File: src/rtl/counter_pkg.sv
// counter_pkg: shared types and constants for the counter family.
//   COUNTER_WIDTH_DEFAULT : default counter width
//   dir_e                 : count direction (DIR_DOWN / DIR_UP)
//   cnt_op_e              : per-edge operation after priority decode
//   decode_op()           : clear > load > count > hold priority decode
package counter_pkg;

    localparam int unsigned COUNTER_WIDTH_DEFAULT = 8;

    typedef enum logic {
        DIR_DOWN = 1'b0,
        DIR_UP   = 1'b1
    } dir_e;

    typedef enum logic [1:0] {
        OP_CLR   = 2'd0,
        OP_LOAD  = 2'd1,
        OP_COUNT = 2'd2,
        OP_HOLD  = 2'd3
    } cnt_op_e;

    function automatic cnt_op_e decode_op(input logic clr_n, input logic ld_n,
                                          input logic cnt_en);
        cnt_op_e op;
        if (!clr_n) begin
            op = OP_CLR;
        end else if (!ld_n) begin
            op = OP_LOAD;
        end else if (cnt_en) begin
            op = OP_COUNT;
        end else begin
            op = OP_HOLD;
        end
        return op;
    endfunction

endpackage

File: src/rtl/mod_counter_next.sv
// mod_counter_next: combinational next-count and terminal detect.
// Optional feature macro: COUNTER_UPDOWN_EN (adds the dir input and down logic).
//   q       in  WIDTH : current count
//   mod_max in  WIDTH : terminal value
//   dir     in  1     : direction (only with COUNTER_UPDOWN_EN)
//   q_next  out WIDTH : value to take on a count edge
//   at_tc   out 1     : count is at its terminal value
module mod_counter_next
    import counter_pkg::*;
#(
    parameter int unsigned WIDTH = COUNTER_WIDTH_DEFAULT
) (
    input  logic [WIDTH-1:0] q,
    input  logic [WIDTH-1:0] mod_max,
`ifdef COUNTER_UPDOWN_EN
    input  dir_e             dir,
`endif
    output logic [WIDTH-1:0] q_next,
    output logic             at_tc
);

    always_comb begin
        at_tc  = 1'b0;
        q_next = q;
`ifdef COUNTER_UPDOWN_EN
        if (dir == DIR_UP) begin
            // >= so a value loaded above the terminal wraps on the next count
            at_tc  = (q >= mod_max);
            q_next = at_tc ? '0 : q + 1'b1;
        end else begin
            at_tc  = (q == '0);
            q_next = at_tc ? mod_max : q - 1'b1;
        end
`else
        at_tc  = (q >= mod_max);
        q_next = at_tc ? '0 : q + 1'b1;
`endif
    end

endmodule

File: src/rtl/mod_counter_n.sv
// mod_counter_n: WIDTH-bit '163-style counter with run-time modulus.
// Optional feature macro: COUNTER_UPDOWN_EN (adds the up port, down counting).
//   clk     in  1     : rising-edge clock
//   rst_n   in  1     : asynchronous reset, active-low
//   clr_n   in  1     : synchronous clear, active-low (also clears ovf)
//   ld_n    in  1     : synchronous parallel load, active-low
//   enp/ent in  1     : count enables; ent also gates rco
//   d       in  WIDTH : load data
//   mod_max in  WIDTH : terminal value (change only while not counting)
//   up      in  1     : 1 = up, 0 = down (only with COUNTER_UPDOWN_EN)
//   q       out WIDTH : count
//   rco     out 1     : combinational ripple carry, ent & at_tc
//   wrap    out 1     : registered pulse, high the cycle after a wrap edge
//   ovf     out 1     : sticky wrap flag
module mod_counter_n
    import counter_pkg::*;
#(
    parameter int unsigned WIDTH = COUNTER_WIDTH_DEFAULT
) (
    input  logic             clk,
    input  logic             rst_n,
    input  logic             clr_n,
    input  logic             ld_n,
    input  logic             enp,
    input  logic             ent,
    input  logic [WIDTH-1:0] d,
    input  logic [WIDTH-1:0] mod_max,
`ifdef COUNTER_UPDOWN_EN
    input  logic             up,
`endif
    output logic [WIDTH-1:0] q,
    output logic             rco,
    output logic             wrap,
    output logic             ovf
);

    logic [WIDTH-1:0] q_q, q_d, q_next;
    logic             wrap_q, wrap_d;
    logic             ovf_q, ovf_d;
    logic             at_tc;
    cnt_op_e          op;

    mod_counter_next #(
        .WIDTH (WIDTH)
    ) u_next (
        .q       (q_q),
        .mod_max (mod_max),
`ifdef COUNTER_UPDOWN_EN
        .dir     (dir_e'(up)),
`endif
        .q_next  (q_next),
        .at_tc   (at_tc)
    );

    always_comb begin
        op     = decode_op(clr_n, ld_n, enp & ent);
        q_d    = q_q;
        wrap_d = 1'b0;
        ovf_d  = ovf_q;
        unique case (op)
            OP_CLR: begin
                q_d   = '0;
                ovf_d = 1'b0;
            end
            // A load never counts as a wrap, and leaves ovf alone.
            OP_LOAD: begin
                q_d = d;
            end
            OP_COUNT: begin
                q_d    = q_next;
                wrap_d = at_tc;
                ovf_d  = ovf_q | at_tc;
            end
            OP_HOLD: begin
                q_d = q_q;
            end
            default: begin
                q_d = q_q;
            end
        endcase
    end

    always_ff @(posedge clk or negedge rst_n) begin
        if (!rst_n) begin
            q_q    <= '0;
            wrap_q <= 1'b0;
            ovf_q  <= 1'b0;
        end else begin
            q_q    <= q_d;
            wrap_q <= wrap_d;
            ovf_q  <= ovf_d;
        end
    end

    // rco ignores enp so a cascade can ripple-enable the next stage via ent.
    assign rco  = ent & at_tc;
    assign q    = q_q;
    assign wrap = wrap_q;
    assign ovf  = ovf_q;

endmodule

File: config.mk
export PLATFORM = sky130hd
export DESIGN_NAME = mod_counter_n
export DESIGN_NICKNAME = d
export VERILOG_FILES = /design/src/rtl/counter_pkg.sv /design/src/rtl/mod_counter_next.sv /design/src/rtl/mod_counter_n.sv
export SDC_FILE = /design/constraint.sdc
export NUM_CORES = 1
export LEC_CHECK = 0
export CORE_MARGIN = 2
export CORE_UTILIZATION = 45
export CTS_CLUSTER_SIZE = 8
export DETAILED_ROUTE_END_ITERATION = 8
export HOLD_SLACK_MARGIN = 0.02
export PLACE_DENSITY = 0.8
export SLEW_MARGIN = 20
export SYNTH_ARGS = -nofsm -noshare
export SYNTH_HDL_FRONTEND = slang
export SYNTH_HIERARCHICAL = 1
export SYNTH_SLANG_ARGS = --single-unit
File: constraint.sdc
create_clock -name clk -period 3.3 [get_ports clk]
set_input_delay 0.33 -clock clk [delete_from_list [all_inputs] [get_ports clk]]
set_output_delay 0.33 -clock clk [all_outputs]
set_load 0.02 [all_outputs]
==> results of run 1 <==
## cells in the mapped netlist
master                       n
sky130_fd_sc_hd__a2111oi_4   1
sky130_fd_sc_hd__a21o_1      1
sky130_fd_sc_hd__clkbuf_1    1
sky130_fd_sc_hd__o21a_1      1
sky130_fd_sc_hd__o211ai_1    1
sky130_fd_sc_hd__o21ai_2     1
sky130_fd_sc_hd__mux2i_1     8
sky130_fd_sc_hd__buf_6       4
sky130_fd_sc_hd__a221oi_2    1
sky130_fd_sc_hd__inv_1       9
sky130_fd_sc_hd__a22o_1      8
sky130_fd_sc_hd__and2_4      2
sky130_fd_sc_hd__xor2_1      4
sky130_fd_sc_hd__dfrtp_1    10
sky130_fd_sc_hd__a21oi_1     8
sky130_fd_sc_hd__nand3_1     4
sky130_fd_sc_hd__and2_1      1
sky130_fd_sc_hd__nor2_1      9
sky130_fd_sc_hd__and3_1      3
sky130_fd_sc_hd__nand2_1     3
sky130_fd_sc_hd__ha_1        9
sky130_fd_sc_hd__xnor2_1     2
sky130_fd_sc_hd__o21ai_0     1
sky130_fd_sc_hd__nand2b_4    1
## worst paths after layout
| path | startpoint | to | slack (ps) | cells past startpoint |
|---|---|---|---|---|
| max | mod_max[7] | rco | 380 | 8 |
| min | rst_n | q[5] | 380 | 1 |
| max reg2reg | q[0] | q[7] | 1190 | 9 |
| min reg2reg | ovf | ovf | 480 | 2 |
| max in group asynchronous | rst_n | wrap | 2600 | 1 |
| min in group clk | ovf | ovf | 480 | 2 |
## cells by family (layout without fill, tap and decap cells)
kind of cell / Yosys count / count (layout)
XOR/XNOR: 6 / 6
adder cells (fa/ha/maj): 9 / 9
multiplexers: 8 / 8
flip-flops: 10 / 10
buffers and inverters: 14 / 44
AO/OA/AOI/OAI: 23 / 23
AND/OR/NAND/NOR: 23 / 23
## cell type report
| cell class | count | area (um^2) |
|---|---|---|
| sequential | 10 | 250 |
| timing repair buffer | 32 | 320 |
| clock buffer | 3 | 22.5 |
| fill | 172 | 686 |
| multi-input combinational | 69 | 556 |
| tap | 27 | 33.8 |
| inverter | 9 | 33.8 |
## per-layer routing
layer  routed length [um]  GRT usage [%]  vias to the layer above
met4                   23           7.14                        0
met1                  920           24.1                      359
li1                     -              -                      390
met2                  967           33.1                       27
met5                    0              0                        -
met3                   93           2.47                        2
## power by group
group,switching [W],total [W],leakage [nW],internal (W)
combinational,0.0000687,0.000153,0.440,0.0000844
sequential,0.0000162,0.000148,0.134,0.000132
clock,0.0000422,0.0000844,0.0138,0.0000422
total,0.000127,0.000386,0.588,0.000259
## state kept, by name, indices dropped and copies added, names as in the netlist
signal	cells
wrap	1
ovf	1
q	8
## stage by stage
step / setup slack (ps) / cell area (um^2) / hold WS (ps) / utilization (%)
after CTS: 380 / 1220 / 401 / 63.9
after detailed placement: 401 / 1190 / 474 / 62.8
after global routing: 260 / 1220 / 421 / 63.9
after floorplan: 1260 / 888 / 34.4 / -
after global placement: 453 / 1190 / 471 / 62.8
final: 378 / 1220 / 384 / 63.9
==> implementation parameters, run 1 <==
Parameter                              Value

Placement
  Final HPWL DP    1.56 mm
  Port bufs    32
  Placed cell count    147
  RePlAce Congestion    0.807

Cells and area
  Layout-stage area growth over the synthesis result    36.9%
  Antenna diodes    0
  Post-Layout Cell Count    150
  Share of post-route cells with drive strength above 1    7.32%
  Net total in the final layout    156
  Most common library cell in the layout ignoring fill and taps    sky130_fd_sc_hd__clkdlybuf4s50_1
  Commonest cells after routing, fill and taps aside    sky130_fd_sc_hd__clkdlybuf4s50_1 (32), sky130_fd_sc_hd__dfrtp_1 (10), sky130_fd_sc_hd__nor2_1 (9), sky130_fd_sc_hd__inv_1 (9), sky130_fd_sc_hd__ha_1 (9)

Clock network
  Setup Buffers After CTS    0
  Cts repair resizes    0
  Later-pin clock latency in the skew report    270 ps
  Sink Count    10
  TritonCTS buffer count    3
  Clock root buffer    sky130_fd_sc_hd__clkbuf_4
  Clock transition at the register clock pins on the worst setup and hold paths after CTS    60 ps
  Hold buffers post-CTS    0
  CTS tree    yes
  Max Root-Sink Buffers    2
  Number of H-tree levels    1

Logic synthesis
  Yosys top cell area share    28.2%
  Fraction of synthesized cell area in xor and xnor cells    5.92%
  Yosys warnings    6
  Post-synth design cell area    888 um^2
  Share of the synthesized area in compound gates (AO/OA/AOI/OAI)    21.3%
  Post-synthesis area per instance    9.55 um^2
  Simple-Gate Fraction of Synth Area    13.7%
  Total nets after synthesis    124
  Synth Instances    93
  Post-synthesis share of cell area spent on full adders, half adders and majority gates    12.7%
  Number of distinct standard cells referenced by the synthesized netlist    24
  Dominant combinational cell family by area after synthesis    compound AO/OA/AOI/OAI gates
  Fraction of synthesized area in multiplexers    9.01%
  Post-synthesis sequential area ratio    28.2%
  Largest cells by area after synthesis    sky130_fd_sc_hd__dfrtp_1 (28%), sky130_fd_sc_hd__ha_1 (13%), sky130_fd_sc_hd__mux2i_1 (9.0%), sky130_fd_sc_hd__a22o_1 (7.9%), sky130_fd_sc_hd__buf_6 (5.1%)
  Seq cells post-synth    10
  Cell type with the highest aggregate area in the netlist    sky130_fd_sc_hd__dfrtp_1

Setup path
  Most used cell along the critical path    sky130_fd_sc_hd__clkdlybuf4s50_1
  Delay of the slowest cell on the worst path    600 ps
  Required time at the endpoint of the critical path    2970 ps
  Setup crit end kind    primary output
  Kind of critical path    input port to primary output
  CP cell instances    clkdlybuf4s50_1, inv_1, ha_1, and3_1, o211ai_1, o21ai_2, and2_1, clkdlybuf4s50_1
  Critical-path top delay cell    sky130_fd_sc_hd__clkdlybuf4s50_1
  Crit path max-delay family    buffers and inverters
  Bufs and invs on worst path    3
  Crit path DAT    2590 ps
  Worst-path fanout max    10
  Setup crit start kind    input port

Global routing
  Global-route wire length before repair    3.45 mm
  GRT overflow    0
  Global router's overall resource usage    19.0%
  Largest net degree at the start of global routing    12
  Via count of the first global-routing pass    754
  Antenna violations before repair    0

Run
  Max-capacitance violation count    0

STA
  Transition time at the pin with the least slew margin    526 ps
  Final-report max-slew violation count    0
  Worst Skew    1.10 ps
  Sum Neg Setup Slack    0 ps
  Final setup violation count    0
  Setup repair after global routing missed its margin    no
  Time the final worst path needs with I/O delays and setup    2920 ps
  Count of endpoints failing hold in the final timing report    0
  Slew margin rel.    64.8%
  Crit share post-route    88.5%
  Max Fclk    0.342 GHz

Detailed routing
  Vias after detailed routing    778
  Vias per cell    5.19
  DR iter-0 viols    11
  DRC viols    0
  Drt first pass iters    4
  Routed wire length per instance    13.4 um
  WL final    2.01 mm
  Detail Route Antenna Nets    0

Power
  Largest vdd supply drop    0.226 mV
  Leak pwr    0.588 nW
  Power density over the cells    317 nW/um^2
  Total power    0.000386 W

Die
  IO Pins    33
  Horiz. Die Dim    48.4 um
  Die area    2350 um^2
  Starting density of the core    46.7%
  Core area    1900 um^2
  Number of standard-cell rows in the floorplan    16
  Floorplan die height    48.4 um

Worst hold path
  Worst hold path type    input port to asynchronous set/reset pin

Outcome
  Run status    finished, final reports clean
No activity file was read; power rests on OpenSTA's default activity.
==> inputs of run 2 (changes only) <==
--- a/config.mk
+++ b/config.mk
@@ -11,6 +11,7 @@
 export DETAILED_ROUTE_END_ITERATION = 8
 export HOLD_SLACK_MARGIN = 0.02
 export PLACE_DENSITY = 0.8
+export SKIP_LAST_GASP = 1
 export SLEW_MARGIN = 20
 export SYNTH_ARGS = -nofsm -noshare
 export SYNTH_HDL_FRONTEND = slang
==> constraint.sdc (replaced) <==
create_clock -name clk -period 3.3 [get_ports clk]
set_input_delay 0.66 -clock clk [delete_from_list [all_inputs] [get_ports clk]]
set_output_delay 0.66 -clock clk [all_outputs]
set_load 0.02 [all_outputs]
==> run 2 against run 1 <==
  * Utilization up 0.72 points
  * Global-route usage is 0.52 points higher
  * Critical endpoint unchanged
  * Sequential power about the same
  * Highest routed layer unchanged
  * Final cell count is 1.3% higher
  * Flip-flop and latch count stayed put
  * Critical path depth unchanged
  * Setup slack worse by 280 ps
==> implementation parameters, run 2 (synthesized netlist as in run 1, its figures left out) <==
Parameter                              Value

Cells and area
  Area occupied by multi-input gates    556 um^2 (unchanged)
  Design Area, Final    1230 um^2 (+1.1%)
  Largest register FFs    8 (unchanged)
  Commonest cells after routing, fill and taps aside    sky130_fd_sc_hd__clkdlybuf4s50_1 (31), sky130_fd_sc_hd__dfrtp_1 (10), sky130_fd_sc_hd__nor2_1 (9), sky130_fd_sc_hd__inv_1 (9), sky130_fd_sc_hd__ha_1 (9)
  Net total in the final layout    158 (+1.3%)
  Total area of sequential cells    250 um^2 (unchanged)
  Antenna diodes    0 (unchanged)
  Share of post-route cells with drive strength above 1    8.80% (+1.5 points)
  # fillers    161 (-6.4%)
  Most common library cell in the layout ignoring fill and taps    sky130_fd_sc_hd__clkdlybuf4s50_1
  Layout-stage area growth over the synthesis result    38.5%

Global routing
  Largest net degree at the start of global routing    12 (unchanged)
  Global router's overall resource usage    19.5% (+0.52 points)
  GRT overflow    0 (unchanged)
  Antenna violations before repair    0 (unchanged)
  Global-route wire length before repair    3.62 mm (+5.0%)
  Via count of the first global-routing pass    814 (+8.0%)

Setup path
  Delay of the slowest cell on the worst path    460 ps (-140 ps)
  Crit path max-delay family    buffers and inverters
  Startpoint of the worst-slack reg-to-reg timing path    q[0]
  Kind of critical path    input port to primary output
  Worst-path fanout max    2 (-8)
  Bufs and invs on worst path    3 (unchanged)
  Flop-to-flop setup slack    1140 ps (-50 ps)
  CP cell instances    clkdlybuf4s50_1, inv_1, ha_1, and3_1, a221oi_2, o21ai_2, and2_1, dlygate4sd2_1
  Setup crit start kind    input port
  Critical-path top delay cell    sky130_fd_sc_hd__clkdlybuf4s50_1
  Crit path DAT    2550 ps (-40 ps)
  Terminus of the critical flop-to-flop path    q[6]
  Required time at the endpoint of the critical path    2640 ps (-330 ps)
  Setup crit end kind    primary output
  Path depth of the worst reg2reg path    10 (+1)

STA
  Max Fclk    0.312 GHz (-8.9%)
  Setup repair after global routing missed its margin    no
  Final setup violation count    0 (unchanged)
  Transition time at the pin with the least slew margin    523 ps (-2.71 ps)
  Time the final worst path needs with I/O delays and setup    3210 ps (+285 ps)
  Count of endpoints failing hold in the final timing report    0 (unchanged)
  Crit share post-route    97.2% (+8.6 points)
  Worst Skew    1.90 ps (+0.799 ps)
  Final-report max-slew violation count    0 (unchanged)
  Slew margin rel.    65.0% (+0.18 points)

Detailed routing
  Vias after detailed routing    844 (+8.5%)
  Vias per cell    5.55 (+7.1%)
  DRC viols    0 (unchanged)
  DR iter-0 viols    20 (+9)
  Drt first pass iters    5 (+1)
  Detail Route Antenna Nets    0 (unchanged)
  WL final    2.13 mm (+6.4%)
  Routed wire length per instance    14.0 um (+5.0%)

Die
  IO Pins    33 (unchanged)
  Starting density of the core    46.7% (unchanged)
  Number of standard-cell rows in the floorplan    16 (unchanged)
  Die area    2350 um^2 (unchanged)
  Horiz. Die Dim    48.4 um (unchanged)
  Floorplan die height    48.4 um (unchanged)
  Core area    1900 um^2 (unchanged)

Outcome
  Run status    finished, final reports clean

Power
  Total power    0.000393 W (+1.9%)
  Leak pwr    0.602 nW (+2.5%)
  Clock power frac    22.0% (about the same)
  Power density over the cells    319 nW/um^2 (+0.74%)
  Net switching share of the total power    33.4% (+0.48 points)
  Relative contribution of combinational cells to total power    40.2% (+0.5 points)
  Int Power    0.000261 W (+1.2%)
  Seq pwr share    37.7% (-0.7 points)
  Largest vdd supply drop    0.222 mV (-1.9%)
  Power dissipated by switching net loads    0.000131 W (+3.4%)

Placement
  RePlAce Congestion    0.795 (-1.5%)
  Port bufs    32 (unchanged)
  Post-placement cell area    1210 um^2 (+1.3%)
  Final HPWL DP    1.68 mm (+8.0%)

Worst hold path
  Worst Hold Path Cells    2
  Source of the worst hold timing path    ovf
  WHS Endpoint    ovf
  Worst hold path type    register to register

Clock network
  Clock transition at the register clock pins on the worst setup and hold paths after CTS    70 ps (about the same)
  CTS tree    yes
  TritonCTS buffer count    3 (unchanged)
  Max Root-Sink Buffers    2 (unchanged)
  Number of H-tree levels    1 (unchanged)
  Later-pin clock latency in the skew report    270 ps (about the same)
  Clock root buffer    sky130_fd_sc_hd__clkbuf_4
  Sink Count    10 (unchanged)

Run
  Max-capacitance violation count    0 (unchanged)
## run 2: routing by layer
metal,vias up,global-route usage [%],routed length (um)
li1,396,-,-
met1,413,22.8,872
met2,30,35.4,1110
met3,5,2.78,114
met4,0,8.57,39
met5,-,0,0
## run 2: layout make-up
type	instances	share of cell area (%)
clock buffer	3	1.83
multi-input combinational	69	45.2
sequential	10	20.3
tap	27	2.75
timing repair buffer	34	27.2
inverter	9	2.75
## run 2: how the worst max path moves through the flow
stage	from	to	slack (ps)	depth (start not counted)
floorplan	mod_max[6]	rco	810	6
global placement	mod_max[6]	rco	-60	8
detailed placement	mod_max[6]	rco	-140	8
CTS	mod_max[6]	rco	80	8
global route	mod_max[6]	rco	30	8
finish	mod_max[6]	rco	90	8
## run 2: power groups by stage
| stage | Clock [W] | Sequential (W) | Combinational, W |
|---|---|---|---|
| detailed placement | 0 | 0.000150 | 0.000160 |
| finish | 0.0000866 | 0.000148 | 0.000158 |
| global placement | 0 | 0.000149 | 0.000154 |
| global route | 0.0000898 | 0.000150 | 0.000174 |
| CTS | 0.0000861 | 0.000148 | 0.000159 |
| floorplan | 0 | 0.000158 | 0.0000859 |
## run 2: repair_timing
action,CTS,global route
setup endpoints to repair,1,0
hold buffers,0,0
resized for setup,1,0
buffers inserted,0,0
## run 2: worst register-to-register path: stages (launching register included)
cell                        delay (ps)
sky130_fd_sc_hd__dfrtp_1           450
sky130_fd_sc_hd__inv_1              70
sky130_fd_sc_hd__ha_1              260
sky130_fd_sc_hd__nand2b_4          140
sky130_fd_sc_hd__a2111oi_4         370
sky130_fd_sc_hd__o21ai_2           130
sky130_fd_sc_hd__buf_4             180
sky130_fd_sc_hd__nor2_1            130
sky130_fd_sc_hd__mux2i_1            80
sky130_fd_sc_hd__a21oi_1           140
sky130_fd_sc_hd__a22o_1            150
## run 2: per-stage QoR
| stage | utilization [%] | setup TNS, ps | hold WS, ps | setup slack [ps] | cells |
|---|---|---|---|---|---|
| final | 64.7 | 0 | 487 | 93.2 | 152 |
| after global routing | 64.7 | 0 | 534 | 29.0 | 152 |
| after CTS | 64.7 | 0 | 489 | 81.8 | 152 |
| after detailed placement | 63.6 | -136 | 474 | -136 | 149 |
| after global placement | 63.6 | -64.2 | 473 | -64.2 | 149 |
| after floorplan | - | 0 | 364 | 811 | 93 |
==> inputs of run 3 (changes only) <==
--- a/config.mk
+++ b/config.mk
@@ -5,14 +5,14 @@
 export SDC_FILE = /design/constraint.sdc
 export NUM_CORES = 1
 export LEC_CHECK = 0
-export CORE_MARGIN = 2
+export CORE_MARGIN = 8
 export CORE_UTILIZATION = 45
 export CTS_CLUSTER_SIZE = 8
 export DETAILED_ROUTE_END_ITERATION = 8
+export GPL_ROUTABILITY_DRIVEN = 0
 export HOLD_SLACK_MARGIN = 0.02
 export PLACE_DENSITY = 0.8
 export SKIP_LAST_GASP = 1
-export SLEW_MARGIN = 20
 export SYNTH_ARGS = -nofsm -noshare
 export SYNTH_HDL_FRONTEND = slang
 export SYNTH_HIERARCHICAL = 1
==> run 3 against run 2 <==
  * Flip-flop and latch count unchanged
  * Global-route usage down 5.6 points
  * Clock-buffer cell count unchanged
  * Critical endpoint unchanged
  * Largest cell class unchanged
==> implementation parameters, run 3 (synthesized netlist as in run 1, its figures left out) <==
Parameter                              Value

Power
  Power dissipated by switching net loads    0.000126 W (-4.0%)
  Net switching share of the total power    32.6% (-0.88 points)
  Leak pwr    0.602 nW (unchanged)
  Power density over the cells    315 nW/um^2 (-1.5%)
  Relative contribution of combinational cells to total power    41.2% (+1.0 points)
  Clock power frac    20.6% (-1.4 points)
  Total power    0.000387 W (-1.5%)
  Seq pwr share    38.2% (+0.5 points)
  Largest vdd supply drop    0.174 mV (-21%)
  Int Power    0.000261 W (-0.15%)

STA
  Count of endpoints failing hold in the final timing report    0 (unchanged)
  Transition time at the pin with the least slew margin    527 ps (+4.13 ps)
  Setup repair after global routing missed its margin    no
  Crit share post-route    97.5% (+0.31 points)
  Final setup violation count    0 (unchanged)
  Time the final worst path needs with I/O delays and setup    3220 ps (+10.1 ps)
  Max Fclk    0.311 GHz (-0.31%)
  Final-report max-slew violation count    0 (unchanged)
  Crit path setup slack, layout    83.1 ps (-10.1 ps)
  Worst Skew    0.610 ps (-1.29 ps)
  Slew margin rel.    64.7% (-0.28 points)
  Sum Neg Setup Slack    0 ps (unchanged)

Clock network
  Clock transition at the register clock pins on the worst setup and hold paths after CTS    60 ps (about the same)
  CTS tree    yes
  TritonCTS buffer count    3 (unchanged)
  Cts repair resizes    1 (unchanged)
  Sink Count    10 (unchanged)
  Setup Buffers After CTS    0 (unchanged)
  Clock root buffer    sky130_fd_sc_hd__clkbuf_4
  Hold buffers post-CTS    0 (unchanged)
  Max Root-Sink Buffers    2 (unchanged)
  Number of H-tree levels    1 (unchanged)
  Later-pin clock latency in the skew report    250 ps (-20 ps)

Cells and area
  Most common library cell in the layout ignoring fill and taps    sky130_fd_sc_hd__clkdlybuf4s50_1
  Antenna diodes    0 (unchanged)
  Share of post-route cells with drive strength above 1    8.80% (unchanged)
  Largest register FFs    8 (unchanged)
  Net total in the final layout    158 (unchanged)
  Commonest cells after routing, fill and taps aside    sky130_fd_sc_hd__clkdlybuf4s50_1 (31), sky130_fd_sc_hd__dfrtp_1 (10), sky130_fd_sc_hd__nor2_1 (9), sky130_fd_sc_hd__inv_1 (9), sky130_fd_sc_hd__ha_1 (9)
  Design Area, Final    1230 um^2 (unchanged)
  Layout-stage area growth over the synthesis result    38.5% (unchanged)

Placement
  Port bufs    32 (unchanged)
  Final HPWL DP    1.90 mm (+13%)
  Post-placement cell area    1210 um^2 (unchanged)
  Dpl ws    -121 ps (+15.2 ps)

Setup path
  CP cell instances    clkdlybuf4s50_1, inv_1, ha_1, and3_1, a221oi_2, o21ai_2, and2_1, dlygate4sd2_1
  Required time at the endpoint of the critical path    2640 ps (about the same)
  Critical-path top delay cell    sky130_fd_sc_hd__clkdlybuf4s50_1
  Startpoint of the worst-slack reg-to-reg timing path    q[0]
  Path depth of the worst reg2reg path    10 (unchanged)
  Terminus of the critical flop-to-flop path    q[4]
  Crit path DAT    2560 ps (about the same)
  Flop-to-flop setup slack    1120 ps (-20 ps)
  Setup crit start kind    input port
  Delay of the slowest cell on the worst path    450 ps (about the same)
  Kind of critical path    input port to primary output
  Setup crit end kind    primary output
  Worst-path fanout max    2 (unchanged)

Worst hold path
  Worst Hold Path Cells    2 (unchanged)
  Source of the worst hold timing path    ovf
  WHS Endpoint    ovf
  Worst hold path type    register to register

Outcome
  Run status    finished, final reports clean

Die
  IO Pins    33 (unchanged)
  Core area    1900 um^2 (unchanged)
  Horiz. Die Dim    60.4 um (+25%)
  Die area    3650 um^2 (+56%)
  Number of standard-cell rows in the floorplan    16 (unchanged)
  Floorplan die height    60.4 um (+25%)
  Starting density of the core    46.7% (unchanged)

Detailed routing
  Routed wire length per instance    16.1 um (+14%)
  WL final    2.44 mm (+14%)
  Vias after detailed routing    801 (-5.1%)
  Drt first pass iters    4 (-1)
  DR iter-0 viols    16 (-20%)
  DRC viols    0 (unchanged)
  Vias per cell    5.27 (-5.1%)
  Detail Route Antenna Nets    0 (unchanged)

Global routing
  Via count of the first global-routing pass    832 (+2.2%)
  Met1 usage in global routing    17.2% (-5.6 points)
  Global router's overall resource usage    13.9% (-5.6 points)
  Largest net degree at the start of global routing    12 (unchanged)
  GRT overflow    0 (unchanged)
  Global-route track usage on met3    1.69% (-1.1 points)
  Global-route wire length before repair    3.91 mm (+8.0%)
  Global routing met2 resource utilization    23.6% (-12 points)
  Most used routing layer in global routing    met2
  Antenna violations before repair    0 (unchanged)

Run
  Max-capacitance violation count    0 (unchanged)
## run 3: worst max path at each step
stage	startpoint	end	slack [ps]	depth (start not counted)
after global placement	mod_max[6]	rco	-70	8
after CTS	mod_max[6]	rco	90	8
after floorplan	mod_max[6]	rco	810	6
after global routing	mod_max[6]	rco	1	8
after detailed placement	mod_max[6]	rco	-120	8
final	mod_max[6]	rco	80	8
## run 3: layout make-up
cell class	count	area, um^2
inverters	9	33.8
flip-flops and latches	10	250
well taps	27	33.8
repair buffers	34	334
clock buffers	3	22.5
multi-input cells	69	556
fillers	160	672
## run 3: worst max-delay path, delay by kind of cell
family,cells,cell delay [ps]
buf+inv,3,810
compound gates,2,410
simple gates,2,380
fa+ha+maj,1,290
## run 3: power by group through the flow
stage	combinational (W)	clock, W	sequential [W]
after floorplan	0.0000859	0	0.000158
after global placement	0.000155	0	0.000149
after detailed placement	0.000160	0	0.000150
after CTS	0.000161	0.0000835	0.000148
after global routing	0.000173	0.0000900	0.000150
final	0.000160	0.0000796	0.000148
## run 3: per-layer routing
layer / part of all wire (%) / vias to the layer above / wire length, um
met5: 0 / - / 0
met4: 1.1 / 0 / 26
met3: 5.7 / 2 / 138
met2: 51 / 38 / 1230
met1: 43 / 367 / 1040
li1: - / 394 / -
## run 3: stage by stage
step	util [%]	cells	hold slack, ps
global route	64.7	152	554
floorplan	-	93	364
global placement	63.6	149	473
detailed placement	63.6	149	488
CTS	64.7	152	504
finish	64.7	152	505
